`src/rtl/pipe_seq_pkg.sv`:
```
// Shared types and constants for the pipeline phase sequencer.
// The default 6-stage core layout and its wait mask live here.
package pipe_seq_pkg;

    typedef enum logic {
        SEQ_IDLE = 1'b0,
        SEQ_RUN  = 1'b1
    } seq_state_e;

    localparam int unsigned CORE_NUM_STAGES = 6;

    // Stage indices of the 6-stage core
    localparam int unsigned STG_FETCH_REQ = 0;
    localparam int unsigned STG_FETCH_RSP = 1;
    localparam int unsigned STG_DECODE    = 2;
    localparam int unsigned STG_SETUP     = 3;
    localparam int unsigned STG_EXECUTE   = 4;
    localparam int unsigned STG_WRITEBACK = 5;

    // Fetch-receive waits for memory; every other stage is single-cycle
    localparam logic [CORE_NUM_STAGES-1:0] DEFAULT_WAIT_MASK = 6'b000010;

endpackage

```
`src/rtl/pipe_seq_onehot_dec.sv`:
```
// Index-to-one-hot decoder with enable; out-of-range indices decode to all zero.
module pipe_seq_onehot_dec #(
    parameter int unsigned N  = 6,
    parameter int unsigned IW = 3
) (
    input  logic          en,
    input  logic [IW-1:0] idx,
    output logic [N-1:0]  onehot
);

    always_comb begin
        onehot = '0;
        for (int i = 0; i < int'(N); i++) begin
            if (en && (idx == IW'(i))) begin
                onehot[i] = 1'b1;
            end
        end
    end

endmodule

```
`src/rtl/pipeline_sequencer.sv`:
```
// Parametrised pipeline phase sequencer: one-hot stage strobes with stall, wait-for-done,
// flush, halt-at-boundary and retire. Define PIPE_SEQ_PERF_CNT_EN for retire/stall counters.
module pipeline_sequencer
    import pipe_seq_pkg::*;
#(
    parameter int unsigned             NUM_STAGES = CORE_NUM_STAGES,
    parameter logic [NUM_STAGES-1:0]   WAIT_MASK  = NUM_STAGES'(DEFAULT_WAIT_MASK),
    parameter int unsigned             IDX_W      = $clog2(NUM_STAGES)
) (
    input  logic                  clk,
    input  logic                  reset,
    input  logic                  start,
    input  logic                  halt_req,
    input  logic                  stall,
    input  logic                  flush,
    input  logic [NUM_STAGES-1:0] stage_done,
    output logic [NUM_STAGES-1:0] stage_onehot,
    output logic [IDX_W-1:0]      stage_idx,
    output logic                  running,
    output logic                  retire,
    output logic                  halted
`ifdef PIPE_SEQ_PERF_CNT_EN
    ,
    output logic [31:0]           retire_count,
    output logic [31:0]           stall_count
`endif
);

    seq_state_e       state, state_next;
    logic [IDX_W-1:0] idx, idx_next;
    logic             retire_next;
    logic             halted_next;
    logic             halt_pending, halt_pending_next;
    logic             idx_legal;
    logic             idx_last;
    logic             stage_complete;

    assign idx_legal = ({1'b0, idx} < (IDX_W+1)'(NUM_STAGES));
    assign idx_last  = (idx == IDX_W'(NUM_STAGES - 1));

    // Completion of the current stage: non-wait stages finish in one cycle
    always_comb begin
        stage_complete = 1'b0;
        for (int i = 0; i < int'(NUM_STAGES); i++) begin
            if (idx == IDX_W'(i)) begin
                stage_complete = !WAIT_MASK[i] || stage_done[i];
            end
        end
    end

    always_ff @(posedge clk) begin
        if (reset) begin
            state        <= SEQ_IDLE;
            idx          <= '0;
            retire       <= 1'b0;
            halted       <= 1'b0;
            halt_pending <= 1'b0;
        end else begin
            state        <= state_next;
            idx          <= idx_next;
            retire       <= retire_next;
            halted       <= halted_next;
            halt_pending <= halt_pending_next;
        end
    end

    always_comb begin
        state_next        = state;
        idx_next          = idx;
        retire_next       = 1'b0;
        halted_next       = halted;
        halt_pending_next = halt_pending;

        case (state)
            SEQ_IDLE: begin
                idx_next = '0;
                if (start) begin
                    state_next  = SEQ_RUN;
                    halted_next = 1'b0;
                end
            end
            SEQ_RUN: begin
                if (halt_req) begin
                    halt_pending_next = 1'b1;
                end
                if (!idx_legal) begin
                    idx_next = '0;
                end else if (flush) begin
                    idx_next = '0;
                end else if (stall || !stage_complete) begin
                    idx_next = idx;
                end else if (!idx_last) begin
                    idx_next = idx + IDX_W'(1);
                end else begin
                    // Instruction boundary: retire, then wrap or stop
                    retire_next = 1'b1;
                    idx_next    = '0;
                    if (halt_pending || halt_req) begin
                        state_next        = SEQ_IDLE;
                        halted_next       = 1'b1;
                        halt_pending_next = 1'b0;
                    end
                end
            end
            default: begin
                state_next = SEQ_IDLE;
                idx_next   = '0;
            end
        endcase
    end

    assign running   = (state == SEQ_RUN);
    assign stage_idx = idx;

    pipe_seq_onehot_dec #(
        .N  (NUM_STAGES),
        .IW (IDX_W)
    ) u_dec (
        .en     (running),
        .idx    (idx),
        .onehot (stage_onehot)
    );

`ifdef PIPE_SEQ_PERF_CNT_EN
    logic stall_cycle;

    // A held stage counts; flush and SEU recovery cycles do not
    assign stall_cycle = running && idx_legal && !flush && (stall || !stage_complete);

    always_ff @(posedge clk) begin
        if (reset) begin
            retire_count <= '0;
            stall_count  <= '0;
        end else begin
            if (retire_next) begin
                retire_count <= retire_count + 32'd1;
            end
            if (stall_cycle) begin
                stall_count <= stall_count + 32'd1;
            end
        end
    end
`endif

endmodule

```
`config.mk`:
```
export PLATFORM = sky130hd
export DESIGN_NAME = pipeline_sequencer
export DESIGN_NICKNAME = d
export VERILOG_FILES = /design/src/rtl/pipe_seq_pkg.sv /design/src/rtl/pipe_seq_onehot_dec.sv /design/src/rtl/pipeline_sequencer.sv
export SDC_FILE = /design/constraint.sdc
export NUM_CORES = 1
export LEC_CHECK = 0
export CORE_AREA = 2 2 39 41
export DETAILED_ROUTE_END_ITERATION = 10
export DIE_AREA = 0 0 41 43
export GPL_TIMING_DRIVEN = 0
export PLACE_DENSITY = 0.76
export SYNTH_ARGS = -nofsm -noshare
export SYNTH_HDL_FRONTEND = slang
export SYNTH_HIERARCHICAL = 1
export SYNTH_SLANG_ARGS = --single-unit
```
`constraint.sdc`:
```
create_clock -name clk -period 2.4 [get_ports clk]
set_input_delay 0.36 -clock clk [delete_from_list [all_inputs] [get_ports clk]]
set_output_delay 0.36 -clock clk [all_outputs]
set_load 0.03 [all_outputs]
```
==> results.json <==
{
  "drt-total-wl_um": 961,
  "fin_skew_ps": 5.975,
  "required_ps": 2040,
  "nets": 82,
  "htree_levels": 1,
  "max_cap_violations": 0,
  "ys_ff_latch": 7,
  "synth_area_leaders": "dfxtp_1 (34%), and4bb_1 (6.1%), nor2_1 (5.5%), a21oi_1 (4.9%), nor3_1 (4.9%)",
  "clkPwrFrac_pct": 39.8,
  "post-dp-hpwl_um": 687,
  "holdCritStartpoint": "halted",
  "critPathMaxFanout": 13,
  "drt_iter0_drc": 3,
  "antenna_found_initial": 0,
  "p_total_uw": 264.6,
  "ys_top_cells_by_count": "dfxtp_1 (7), nor2_1 (6), a21oi_1 (4), inv_1 (4), nor3_1 (4)",
  "power_frac_comb_pct": 13.5,
  "fmax_mhz": 477.3,
  "synth_xor_area_share_pct": 0,
  "post-synth-top-count-cell": "dfxtp_1",
  "multi_input_area_um2": 252.7,
  "dieArea_um2": 1763,
  "synth_simple_gate_area_share_pct": 40.18,
  "hp-class": "reg2reg",
  "synth_warnings": 6,
  "critPathKind": "reg2out",
  "grt_overflow": 0,
  "worstReg2RegStart": "stage_idx[1]",
  "ir_drop_mv": 0.1433,
  "synth_seq_area_share_pct": 34.36,
  "yosys.area.top_type_share_pct": 34.36,
  "p_int_uw": 202.6,
  "synth_mux_area_share_pct": 0,
  "r2r_cells": 6,
  "fin_hold_ws_ps": 461.2,
  "p_switching_uw": 61.98,
  "diodes": 0,
  "syn_area_per_cell_um2": 8.867,
  "grt_max_degree": 14,
  "synth_area_um2": 407.9,
  "area_delta_synth_final_pct": 55.52,
  "clock-root-buffer": "clkbuf_4",
  "tightestPinTransition_ps": 387.3,
  "placementRows": 14,
  "drv_slew": 0,
  "async_flop_share_pct": 0,
  "grt_pass1_wl_um": 1497,
  "first_pass_iters": 3,
  "drtAntennaViolNets": 0,
  "period_needed_ps": 2095,
  "drc_errors": 0,
  "synth_compound_area_share_pct": 18.71,
  "worst_slack_ps": 304.7,
  "post-route-period-util_pct": 87.31,
  "die_w_um": 41,
  "cpPeakStageDelay_ps": 660,
  "finalSetupTns_ps": 0,
  "maxSlewHeadroom_pct": 74.14,
  "wl_per_cell_um": 11.44,
  "grt_pass1_vias": 354,
  "regArea_um2": 140.1,
  "coreArea_um2": 1384,
  "cts_buffers": 3,
  "synth.distinct_cells": 22,
  "clk_pin_slew_ps": 50,
  "reg2reg_slack_ps": 870,
  "insertion_delay_ps": 250,
  "clock-sinks": 7,
  "drive_above_1_share_pct": 11.76,
  "cts_tree": "yes",
  "place.gp.congestion": 0.7973,
  "seqPwrFrac_pct": 46.8,
  "cp_cell_sequence": "and4b_2 > clkdlybuf4s50_1",
  "cts_setup_buffers": 0,
  "ios": 24,
  "worstSetupEndpointType": "output port",
  "cp_slowest_cell": "clkdlybuf4s50_1",
  "nFillCells": 153,
  "synth_flop_cell": "dfxtp_1",
  "synth_top_area_cell": "dfxtp_1",
  "clockBufferDepth": 2,
  "netSwitchingFraction_pct": 23.42,
  "syn-num-nets": 59,
  "power_leakage_nw": 0.2226,
  "syn-instance-count": 46,
  "cp.buffers_inverters": 1,
  "power_density_nw_per_um2": 417.1,
  "initial_core_util_pct": 29.48,
  "grt_usage_pct": 12.39,
  "dp_slack_ps": 569.1,
  "synth_edf_count": 0,
  "vias": 415,
  "cts_resized": 0,
  "rsz0062_at_grt": "false",
  "whs_path_depth": 1,
  "ctsHoldBuffers": 0,
  "vias_per_cell": 4.940,
  "r2r_end": "stage_idx[2]",
  "synth_top_family_by_area": "simple AND/OR/NAND/NOR gates",
  "crit_path_start_kind": "register",
  "hold_end": "halted",
  "synth_adder_area_share_pct": 3.067,
  "fp.dieH_um": 43,
  "status": "finished, final reports clean",
  "final-setup-viol-count": 0,
  "hold_violations": 0,
  "cp.arrival_ps": 1740,
  "cpLargestDelayFamily": "buffers and inverters",
  "place.port_buffers": 18
}
state kept, by name, summed over array words and instances (netlist names):
signal / flops
halt_pending: 1
halted: 1
retire: 1
running: 1
stage_idx: 3
final cells by class:
| type | count | area share, % |
|---|---|---|
| clock buffer | 4 | 4.142 |
| inverter | 4 | 2.367 |
| multi-input combinational | 35 | 39.84 |
| sequential | 7 | 22.09 |
| tap | 16 | 3.156 |
| timing repair buffer | 18 | 28.40 |
logic make-up after synthesis:
group	count (synthesis)
simple gates	22
flops	7
fa+ha+maj	1
compound gates	12
buf+inv	4
layout by cell type, fill, tap and decap left out, drive strengths merged:
master / instances
nor2b: 2
nand4bb: 1
o21a: 1
nor4b: 1
and3: 1
o31ai: 1
a21oi: 5
dfxtp: 7
and4b: 2
clkbuf: 4
or3b: 1
inv: 4
nor3: 4
nor2: 6
clkdlybuf4s50: 18
ha: 1
nand2b: 1
o211ai: 1
o21ai: 3
and4bb: 3
a311o: 1
routing by layer:
metal  vias to the layer above  track usage, %  share of wire [%]
li1                        217               -                  -
met1                       185           14.29                 46
met2                        13           20.00                 47
met3                         0           1.571                6.6
met4                         0           8.000                  0
met5                         -               0                  0
per-stage QoR:
step                cells  cell area [um^2]  util [%]
floorplan              46             407.9         -
global placement       80             608.1     43.94
detailed placement     80             608.1     43.94
CTS                    84             634.4     45.84
global route           84             634.4     45.84
finish                 84             634.4     45.84
worst max-delay path by stage:
stage / startpoint / endpoint / cells after the start
floorplan: running / stage_onehot[0] / 1
global placement: stage_idx[2] / stage_onehot[5] / 2
detailed placement: stage_idx[2] / stage_onehot[5] / 2
CTS: stage_idx[2] / stage_onehot[5] / 2
global route: stage_idx[2] / stage_onehot[5] / 2
finish: stage_idx[2] / stage_onehot[5] / 2
power by group through the flow:
| stage | Sequential [mW] | Clock [mW] | Combinational, mW |
|---|---|---|---|
| final | 0.124 | 0.105 | 0.0356 |
| after global routing | 0.124 | 0.116 | 0.0381 |
| after CTS | 0.124 | 0.110 | 0.0359 |
| after detailed placement | 0.126 | 0 | 0.0355 |
| after global placement | 0.126 | 0 | 0.0353 |
| after floorplan | 0.128 | 0 | 0.0137 |
Note: power is estimated with default switching activity, not from simulation.
